$ cat src/rtl/filter_sequencer_if.sv
// filter_sequencer_if
//   Groups the symbol handshake, filter control/data and output sample
//   signals of the polyphase filter sequencer.
//   master : the sequencer (consumes symbols/ticks/filter results, drives
//            filter control, delay lines and output samples)
//   slave  : the surrounding environment (mapper, filter, DAC side)
//   Signals:
//     RUN, TICK                  sample-rate control
//     SYM_VALID/SYM_READY        symbol pair handshake, SYM_I/SYM_Q codes
//     FILT_ENABLE, FILT_STAGE    filter control, STAGE = {phase, iq}
//     FILT_INPUT_I/Q             delay lines to the filter
//     FILT_OUT_I/Q               registered filter results
//     SAMPLE_VALID, SAMPLE_I/Q   output sample strobe and data
//     UNDERRUN, OVERRUN          one-cycle status pulses
interface filter_sequencer_if #(
  parameter int TAPS   = 17,
  parameter int PHASES = 4,
  parameter int OUT_W  = 13
);
  localparam int LINE_W  = 2 * TAPS;
  localparam int STAGE_W = $clog2(PHASES) + 1;

  logic                     RUN;
  logic                     TICK;
  logic                     SYM_VALID;
  logic [1:0]               SYM_I;
  logic [1:0]               SYM_Q;
  logic                     SYM_READY;
  logic                     FILT_ENABLE;
  logic [STAGE_W-1:0]       FILT_STAGE;
  logic [LINE_W-1:0]        FILT_INPUT_I;
  logic [LINE_W-1:0]        FILT_INPUT_Q;
  logic signed [OUT_W-1:0]  FILT_OUT_I;
  logic signed [OUT_W-1:0]  FILT_OUT_Q;
  logic                     SAMPLE_VALID;
  logic signed [OUT_W-1:0]  SAMPLE_I;
  logic signed [OUT_W-1:0]  SAMPLE_Q;
  logic                     UNDERRUN;
  logic                     OVERRUN;

  modport master (
    input  RUN, TICK, SYM_VALID, SYM_I, SYM_Q, FILT_OUT_I, FILT_OUT_Q,
    output SYM_READY, FILT_ENABLE, FILT_STAGE, FILT_INPUT_I, FILT_INPUT_Q,
           SAMPLE_VALID, SAMPLE_I, SAMPLE_Q, UNDERRUN, OVERRUN
  );

  modport slave (
    output RUN, TICK, SYM_VALID, SYM_I, SYM_Q, FILT_OUT_I, FILT_OUT_Q,
    input  SYM_READY, FILT_ENABLE, FILT_STAGE, FILT_INPUT_I, FILT_INPUT_Q,
           SAMPLE_VALID, SAMPLE_I, SAMPLE_Q, UNDERRUN, OVERRUN
  );
endinterface

$ cat src/rtl/filter_sequencer.sv
// filter_sequencer
//   Sequences a shared I/Q polyphase interpolation filter. One symbol pair
//   is accepted per PHASES output samples and shifted into two symbol delay
//   lines. Each accepted TICK walks the filter through the I then Q stage of
//   the current phase and registers the filter results as one output sample.
//   Ports:
//     CLK  system clock
//     RST  synchronous, active-high reset
//     bus  filter_sequencer_if.master (handshake, filter and sample signals)
module filter_sequencer #(
  parameter int TAPS   = 17,
  parameter int PHASES = 4,
  parameter int OUT_W  = 13
) (
  input logic                CLK,
  input logic                RST,
  filter_sequencer_if.master bus
);
  localparam int LINE_W = 2 * TAPS;
  localparam int PH_W   = $clog2(PHASES);

  typedef enum logic [1:0] {IDLE, CALC_I, CALC_Q, OUT} state_t;

  state_t                  state_q, state_d;
  logic [PH_W-1:0]         phase_q, phase_d;
  logic [LINE_W-1:0]       line_i_q, line_i_d;
  logic [LINE_W-1:0]       line_q_q, line_q_d;
  logic                    en_q, en_d;
  logic [PH_W:0]           stage_q, stage_d;
  logic                    svalid_q, svalid_d;
  logic signed [OUT_W-1:0] sample_i_q, sample_i_d;
  logic signed [OUT_W-1:0] sample_q_q, sample_q_d;
  logic                    underrun_q, underrun_d;
  logic                    overrun_q, overrun_d;

  logic                    accept;
  logic                    sym_ready;
  logic [1:0]              new_i, new_q;

  // A tick is taken only from IDLE while running; symbols load on phase 0.
  assign accept    = (state_q == IDLE) & bus.RUN & bus.TICK;
  assign sym_ready = accept & (phase_q == '0);
  // Missing symbol becomes a zero code so the line still advances in time.
  assign new_i     = bus.SYM_VALID ? bus.SYM_I : 2'b00;
  assign new_q     = bus.SYM_VALID ? bus.SYM_Q : 2'b00;

  always_comb begin
    state_d    = state_q;
    phase_d    = phase_q;
    line_i_d   = line_i_q;
    line_q_d   = line_q_q;
    sample_i_d = sample_i_q;
    sample_q_d = sample_q_q;
    svalid_d   = 1'b0;
    underrun_d = 1'b0;
    overrun_d  = 1'b0;
    en_d       = 1'b0;
    stage_d    = stage_q;

    case (state_q)
      IDLE: begin
        if (accept) state_d = CALC_I;
        if (sym_ready) begin
          line_i_d   = {line_i_q[LINE_W-3:0], new_i};
          line_q_d   = {line_q_q[LINE_W-3:0], new_q};
          underrun_d = ~bus.SYM_VALID;
        end
      end
      CALC_I: state_d = CALC_Q;
      CALC_Q: state_d = OUT;
      OUT: begin
        state_d    = IDLE;
        sample_i_d = bus.FILT_OUT_I;
        sample_q_d = bus.FILT_OUT_Q;
        svalid_d   = 1'b1;
        phase_d    = (phase_q == PH_W'(PHASES - 1)) ? '0 : phase_q + 1'b1;
      end
      default: state_d = IDLE;
    endcase

    // Busy tick while running is dropped and flagged; RUN=0 ticks are silent.
    if (bus.TICK && bus.RUN && (state_q != IDLE)) overrun_d = 1'b1;

    // Filter controls are registered from the next state so they line up
    // with CALC_I/CALC_Q; STAGE holds its last value outside computation.
    if (state_d == CALC_I) begin
      en_d    = 1'b1;
      stage_d = {phase_q, 1'b0};
    end else if (state_d == CALC_Q) begin
      en_d    = 1'b1;
      stage_d = {phase_q, 1'b1};
    end
  end

  always_ff @(posedge CLK) begin
    if (RST) begin
      state_q    <= IDLE;
      phase_q    <= '0;
      line_i_q   <= '0;
      line_q_q   <= '0;
      en_q       <= 1'b0;
      stage_q    <= '0;
      svalid_q   <= 1'b0;
      sample_i_q <= '0;
      sample_q_q <= '0;
      underrun_q <= 1'b0;
      overrun_q  <= 1'b0;
    end else begin
      state_q    <= state_d;
      phase_q    <= phase_d;
      line_i_q   <= line_i_d;
      line_q_q   <= line_q_d;
      en_q       <= en_d;
      stage_q    <= stage_d;
      svalid_q   <= svalid_d;
      sample_i_q <= sample_i_d;
      sample_q_q <= sample_q_d;
      underrun_q <= underrun_d;
      overrun_q  <= overrun_d;
    end
  end

  assign bus.SYM_READY    = sym_ready;
  assign bus.FILT_ENABLE  = en_q;
  assign bus.FILT_STAGE   = stage_q;
  assign bus.FILT_INPUT_I = line_i_q;
  assign bus.FILT_INPUT_Q = line_q_q;
  assign bus.SAMPLE_VALID = svalid_q;
  assign bus.SAMPLE_I     = sample_i_q;
  assign bus.SAMPLE_Q     = sample_q_q;
  assign bus.UNDERRUN     = underrun_q;
  assign bus.OVERRUN      = overrun_q;
endmodule
$ cat src/flat_wrapper.sv
// flat-port wrapper written by rule: the top's interface ports become plain ports
module filter_sequencer_flat 
#(
  parameter int TAPS   = 17,
  parameter int PHASES = 4,
  parameter int OUT_W  = 13
)
  (CLK, RST, bus_RUN, bus_TICK, bus_SYM_VALID, bus_SYM_I, bus_SYM_Q, bus_FILT_OUT_I, bus_FILT_OUT_Q, bus_SYM_READY, bus_FILT_ENABLE, bus_FILT_STAGE, bus_FILT_INPUT_I, bus_FILT_INPUT_Q, bus_SAMPLE_VALID, bus_SAMPLE_I, bus_SAMPLE_Q, bus_UNDERRUN, bus_OVERRUN);
  filter_sequencer_if #(.TAPS(TAPS), .PHASES(PHASES), .OUT_W(OUT_W)) bus_i ();
  input logic CLK;
  input logic RST;
  input wire logic [$bits(bus_i.RUN)-1:0] bus_RUN;
  input wire logic [$bits(bus_i.TICK)-1:0] bus_TICK;
  input wire logic [$bits(bus_i.SYM_VALID)-1:0] bus_SYM_VALID;
  input wire logic [$bits(bus_i.SYM_I)-1:0] bus_SYM_I;
  input wire logic [$bits(bus_i.SYM_Q)-1:0] bus_SYM_Q;
  input wire logic [$bits(bus_i.FILT_OUT_I)-1:0] bus_FILT_OUT_I;
  input wire logic [$bits(bus_i.FILT_OUT_Q)-1:0] bus_FILT_OUT_Q;
  output wire logic [$bits(bus_i.SYM_READY)-1:0] bus_SYM_READY;
  output wire logic [$bits(bus_i.FILT_ENABLE)-1:0] bus_FILT_ENABLE;
  output wire logic [$bits(bus_i.FILT_STAGE)-1:0] bus_FILT_STAGE;
  output wire logic [$bits(bus_i.FILT_INPUT_I)-1:0] bus_FILT_INPUT_I;
  output wire logic [$bits(bus_i.FILT_INPUT_Q)-1:0] bus_FILT_INPUT_Q;
  output wire logic [$bits(bus_i.SAMPLE_VALID)-1:0] bus_SAMPLE_VALID;
  output wire logic [$bits(bus_i.SAMPLE_I)-1:0] bus_SAMPLE_I;
  output wire logic [$bits(bus_i.SAMPLE_Q)-1:0] bus_SAMPLE_Q;
  output wire logic [$bits(bus_i.UNDERRUN)-1:0] bus_UNDERRUN;
  output wire logic [$bits(bus_i.OVERRUN)-1:0] bus_OVERRUN;
  assign bus_i.RUN = bus_RUN;
  assign bus_i.TICK = bus_TICK;
  assign bus_i.SYM_VALID = bus_SYM_VALID;
  assign bus_i.SYM_I = bus_SYM_I;
  assign bus_i.SYM_Q = bus_SYM_Q;
  assign bus_i.FILT_OUT_I = bus_FILT_OUT_I;
  assign bus_i.FILT_OUT_Q = bus_FILT_OUT_Q;
  assign bus_SYM_READY = bus_i.SYM_READY;
  assign bus_FILT_ENABLE = bus_i.FILT_ENABLE;
  assign bus_FILT_STAGE = bus_i.FILT_STAGE;
  assign bus_FILT_INPUT_I = bus_i.FILT_INPUT_I;
  assign bus_FILT_INPUT_Q = bus_i.FILT_INPUT_Q;
  assign bus_SAMPLE_VALID = bus_i.SAMPLE_VALID;
  assign bus_SAMPLE_I = bus_i.SAMPLE_I;
  assign bus_SAMPLE_Q = bus_i.SAMPLE_Q;
  assign bus_UNDERRUN = bus_i.UNDERRUN;
  assign bus_OVERRUN = bus_i.OVERRUN;
  filter_sequencer #(.TAPS(TAPS), .PHASES(PHASES), .OUT_W(OUT_W)) u_core (.CLK(CLK), .RST(RST), .bus(bus_i));
endmodule
$ cat config.mk
export PLATFORM = sky130hd
export DESIGN_NAME = filter_sequencer_flat
export DESIGN_NICKNAME = d
export VERILOG_FILES = /design/src/rtl/filter_sequencer_if.sv /design/src/rtl/filter_sequencer.sv /design/src/flat_wrapper.sv
export SDC_FILE = /design/constraint.sdc
export NUM_CORES = 1
export LEC_CHECK = 0
export CAP_MARGIN = 40
export CORE_MARGIN = 2
export CORE_UTILIZATION = 40
export DETAILED_ROUTE_END_ITERATION = 16
export PLACE_DENSITY = 0.76
export SKIP_LAST_GASP = 1
export SLEW_MARGIN = 20
export SYNTH_ARGS = -nofsm -noshare
export SYNTH_HDL_FRONTEND = slang
export SYNTH_SLANG_ARGS = --single-unit
$ cat constraint.sdc
create_clock -name CLK -period 2.1 [get_ports CLK]
set_input_delay 0.21 -clock CLK [delete_from_list [all_inputs] [get_ports CLK]]
set_output_delay 0.21 -clock CLK [all_outputs]
set_load 0.05 [all_outputs]
==> qor_table.md <==
| Parameter | This run |
|---|---|
| HPWL after detailed placement | 5990 um |
| Total setup violations reported at the end of the flow | 0 |
| Count of state elements after synthesis | 105 |
| Root buffer cell | sky130_fd_sc_hd__clkbuf_8 |
| Count of mapped cells out of synthesis | 424 |
| Number of cells on the worst reg-to-reg path | 6 |
| Multi-input gate area | 1450 um2 |
| Clock H-tree levels | 3 |
| Largest net degree at the start of global routing | 76 |
| Cell Area, Placed | 5150 um2 |
| Leftover overflow at the end of global routing | 0 |
| Number of flops mapped to enable cells by yosys | 0 |
| Category of the worst setup path launch point | register |
| Nature of the critical path endpoint | output pin |
| CTS tree | yes |
| Synth warnings | 0 |
| IO buf count | 136 |
| Max-slew violations | 0 |
| Hold crit path type | in -> reg |
| Synthesized area divided by synthesized cell count | 8.73 um2 |
| Max FO, Critical Path | 35 |
| Aggregate global-route resource usage | 17.4% |
| First-pass GRT wire length | 14,000 um |
| Primary FF master, synth | sky130_fd_sc_hd__dfxtp_1 |
| Worst vdd ir | 0.000437 V |
| Average wire length per cell after detail routing | 13.5 um |
| Filler cells | 823 |
| Unrepaired setup endpoints after global routing | false |
| Routability congestion estimate | 0.800 |
| Die Span X | 100 um |
| Count of vias placed by the detailed router | 3,229 |
| First drt pass iteration count | 4 |
| Std-Cell Core Area | 9110 um2 |
| Total setup buffers inserted after CTS | 0 |
| Setup TNS after final layout | 0 ns |
| Library cell occupying the most area in the post-synthesis netlist | sky130_fd_sc_hd__dfxtp_1 |
| Share of layout cells above drive strength 1 | 5.06% |
| Relative slew slack | 63.6% |
| Sequential cell area fraction in the yosys report | 56.8% |
| Top cells by count, synth | sky130_fd_sc_hd__nand2_1, sky130_fd_sc_hd__dfxtp_1, sky130_fd_sc_hd__a21oi_1 |
| DRC Markers | 0 |
| Maximum root-to-sink buffer count | 2 |
| Hold slack final | 0.218 ns |
| Data arrival time of the critical path | 1.76 ns |
| P per Cell Area | 839 nW/um2 |
| Count of clock tree sinks | 105 |
| Status | finished clean |
| Net count of the finished layout | 589 |
| Placed insts | 647 |
| Clock-pin slew on the worst setup and hold paths | 0.10 ns |
| Num rows | 35 |
| Max frequency | 508 MHz |
| Die Span Y | 100 um |
| Number of stages on the worst hold path | 2 |
| Layout Area Growth over Synthesis | 45.0% |
| Storage element area | 2100 um2 |
| Leakage component of the power | 1.78 nW |
| Post-route cell area | 5370 um2 |
| Share of the clock period used by the worst path after layout | 93.8% |
| Post-route minimum period | 1.97 ns |
| Area of the mapped netlist | 3700 um2 |
| Initial standard-cell utilization of the core | 40.7% |
| Fraction of registers with async set or reset after synthesis | 0% |
| Clock Skews | 0.00773 ns |
| Hold buffer count at CTS | 0 |
| Crit Path Category | reg -> out |
| I/O pin cnt | 137 |
| Finished Layout Cells | 664 |
| Number of DRC violations after detailed-routing iteration 0 | 105 |
| Total inserted antenna cells | 0 |
| Worst slew pin tran | 0.544 ns |
| Number of nets with antenna violations after detailed routing | 0 |
| Drt via density | 4.86 |
| Top cells by area, synth | sky130_fd_sc_hd__dfxtp_1, sky130_fd_sc_hd__nand2_1, sky130_fd_sc_hd__a21oi_1 |
| Final hold violation count | 0 |
| Top cell type's share of synthesized area | 56.8% |
| Number of antenna violations at the first check in global routing | 0 |
| Unique masters post-synth | 22 |
| Count of maximum capacitance violations | 0 |
| Clock Latency Late Sink | 0.36 ns |
| Required @ worst endpoint | 1.89 ns |
| Synthesized netlist net count | 465 |
| Number of buffers inserted during clock tree synthesis | 9 |
| Most frequently used cell type in the post-synthesis netlist | sky130_fd_sc_hd__nand2_1 |
| Final core utilization | 59.0% |
| Aggregate routed wire length | 8940 um |
| Number of global-route vias before repair | 2,935 |
| Die area | 10,000 um2 |
-- critical path, cell delays in order, from the launching register on --
cell and delay (ns):
sky130_fd_sc_hd__dfxtp_1 0.36, sky130_fd_sc_hd__inv_1 0.09, sky130_fd_sc_hd__ha_1 0.29, sky130_fd_sc_hd__nand4_4 0.15, sky130_fd_sc_hd__inv_2 0.13, sky130_fd_sc_hd__buf_12 0.21, sky130_fd_sc_hd__buf_12 0.16
-- flip-flops by register name (all words and copies together), names as in the netlist --
signal,cells
u_core.bus.FILT_INPUT_I,34
u_core.bus.FILT_INPUT_Q,34
u_core.bus.SAMPLE_I,13
u_core.bus.SAMPLE_Q,13
u_core.bus.FILT_STAGE,3
u_core.phase_q,2
u_core.state_q,2
u_core.bus.FILT_ENABLE,1
u_core.bus.OVERRUN,1
u_core.bus.SAMPLE_VALID,1
u_core.bus.UNDERRUN,1
-- cell families (layout without fill, tap and decap cells) --
group	after synthesis	in the layout	share of synthesized area, %
adder cells (fa/ha/maj)	6	6	2.03
AO/OA/AOI/OAI	73	73	10.4
multiplexers	28	28	7.57
buffers and inverters	34	163	4.29
flip-flops	105	105	56.8
AND/OR/NAND/NOR	178	178	19.0
-- layout by cell type (no fill, tap or decap) --
master	n
sky130_fd_sc_hd__a21oi_1	68
sky130_fd_sc_hd__clkbuf_16	1
sky130_fd_sc_hd__a211oi_1	1
sky130_fd_sc_hd__buf_4	3
sky130_fd_sc_hd__o31ai_1	2
sky130_fd_sc_hd__nand4_4	1
sky130_fd_sc_hd__nand2_1	133
sky130_fd_sc_hd__clkdlybuf4s50_1	134
sky130_fd_sc_hd__ha_1	6
sky130_fd_sc_hd__dfxtp_1	105
sky130_fd_sc_hd__inv_1	4
sky130_fd_sc_hd__nor2b_1	2
sky130_fd_sc_hd__nor3_1	3
sky130_fd_sc_hd__nor2_1	33
sky130_fd_sc_hd__nand3_1	4
sky130_fd_sc_hd__clkinv_4	3
sky130_fd_sc_hd__inv_2	1
sky130_fd_sc_hd__buf_12	4
sky130_fd_sc_hd__clkbuf_8	10
sky130_fd_sc_hd__a21oi_2	1
sky130_fd_sc_hd__clkinvlp_4	2
sky130_fd_sc_hd__inv_8	1
sky130_fd_sc_hd__mux2i_1	28
sky130_fd_sc_hd__or4b_1	2
sky130_fd_sc_hd__a211oi_2	1
-- through the flow --
stage	worst slack, ns	power [mW]
6_report	0.131	4.50
3_5_place_dp	0.388	3.34
5_1_grt	0.0186	4.73
2_1_floorplan	0.550	2.97
4_1_cts	0.0604	4.52
3_3_place_gp	0.419	3.31
-- what timing repair did --
action,in CTS,in global routing
resized for setup,0,0
endpoints found under the setup margin,0,1
hold endpoints to repair,0,0
-- report_power, final --
part           switching (mW)  internal [mW]  leakage (nW)  total (mW)
sequential             0.0591           2.09         0.847        2.15
clock                   0.699          0.478        0.0906        1.18
combinational           0.766          0.415         0.844        1.18
total                    1.52           2.98          1.78        4.50
-- cell type report --
class | instances | area share, %
multi-input combinational | 285 | 27.0
tap | 111 | 2.59
timing repair buffer | 142 | 27.4
sequential | 105 | 39.1
clock buffer | 10 | 2.56
inverter | 5 | 0.349
clock inverter | 6 | 0.979
-- path summary, 6_finish.rpt --
| path | start | slack [ns] | endpoint |
|---|---|---|---|
| worst max register to register | u_core.state_q[0] | 0.37 | u_core.bus.FILT_STAGE[2] |
| worst min register to register | u_core.bus.FILT_INPUT_Q[32] | 0.46 | u_core.bus.FILT_INPUT_Q[32] |
| worst max-delay path | u_core.state_q[0] | 0.13 | bus_SYM_READY |
| worst min-delay path | RST | 0.22 | u_core.bus.SAMPLE_Q[2] |
-- routing by layer --
metal	up-vias	share of wire, %	global-route usage [%]
met3	15	5.4	3.97
met4	0	2.2	8.11
met2	94	48	28.5
met1	1501	44	21.6
li1	1619	-	-
met5	-	0	0
Power figures use the tool's default switching activity.
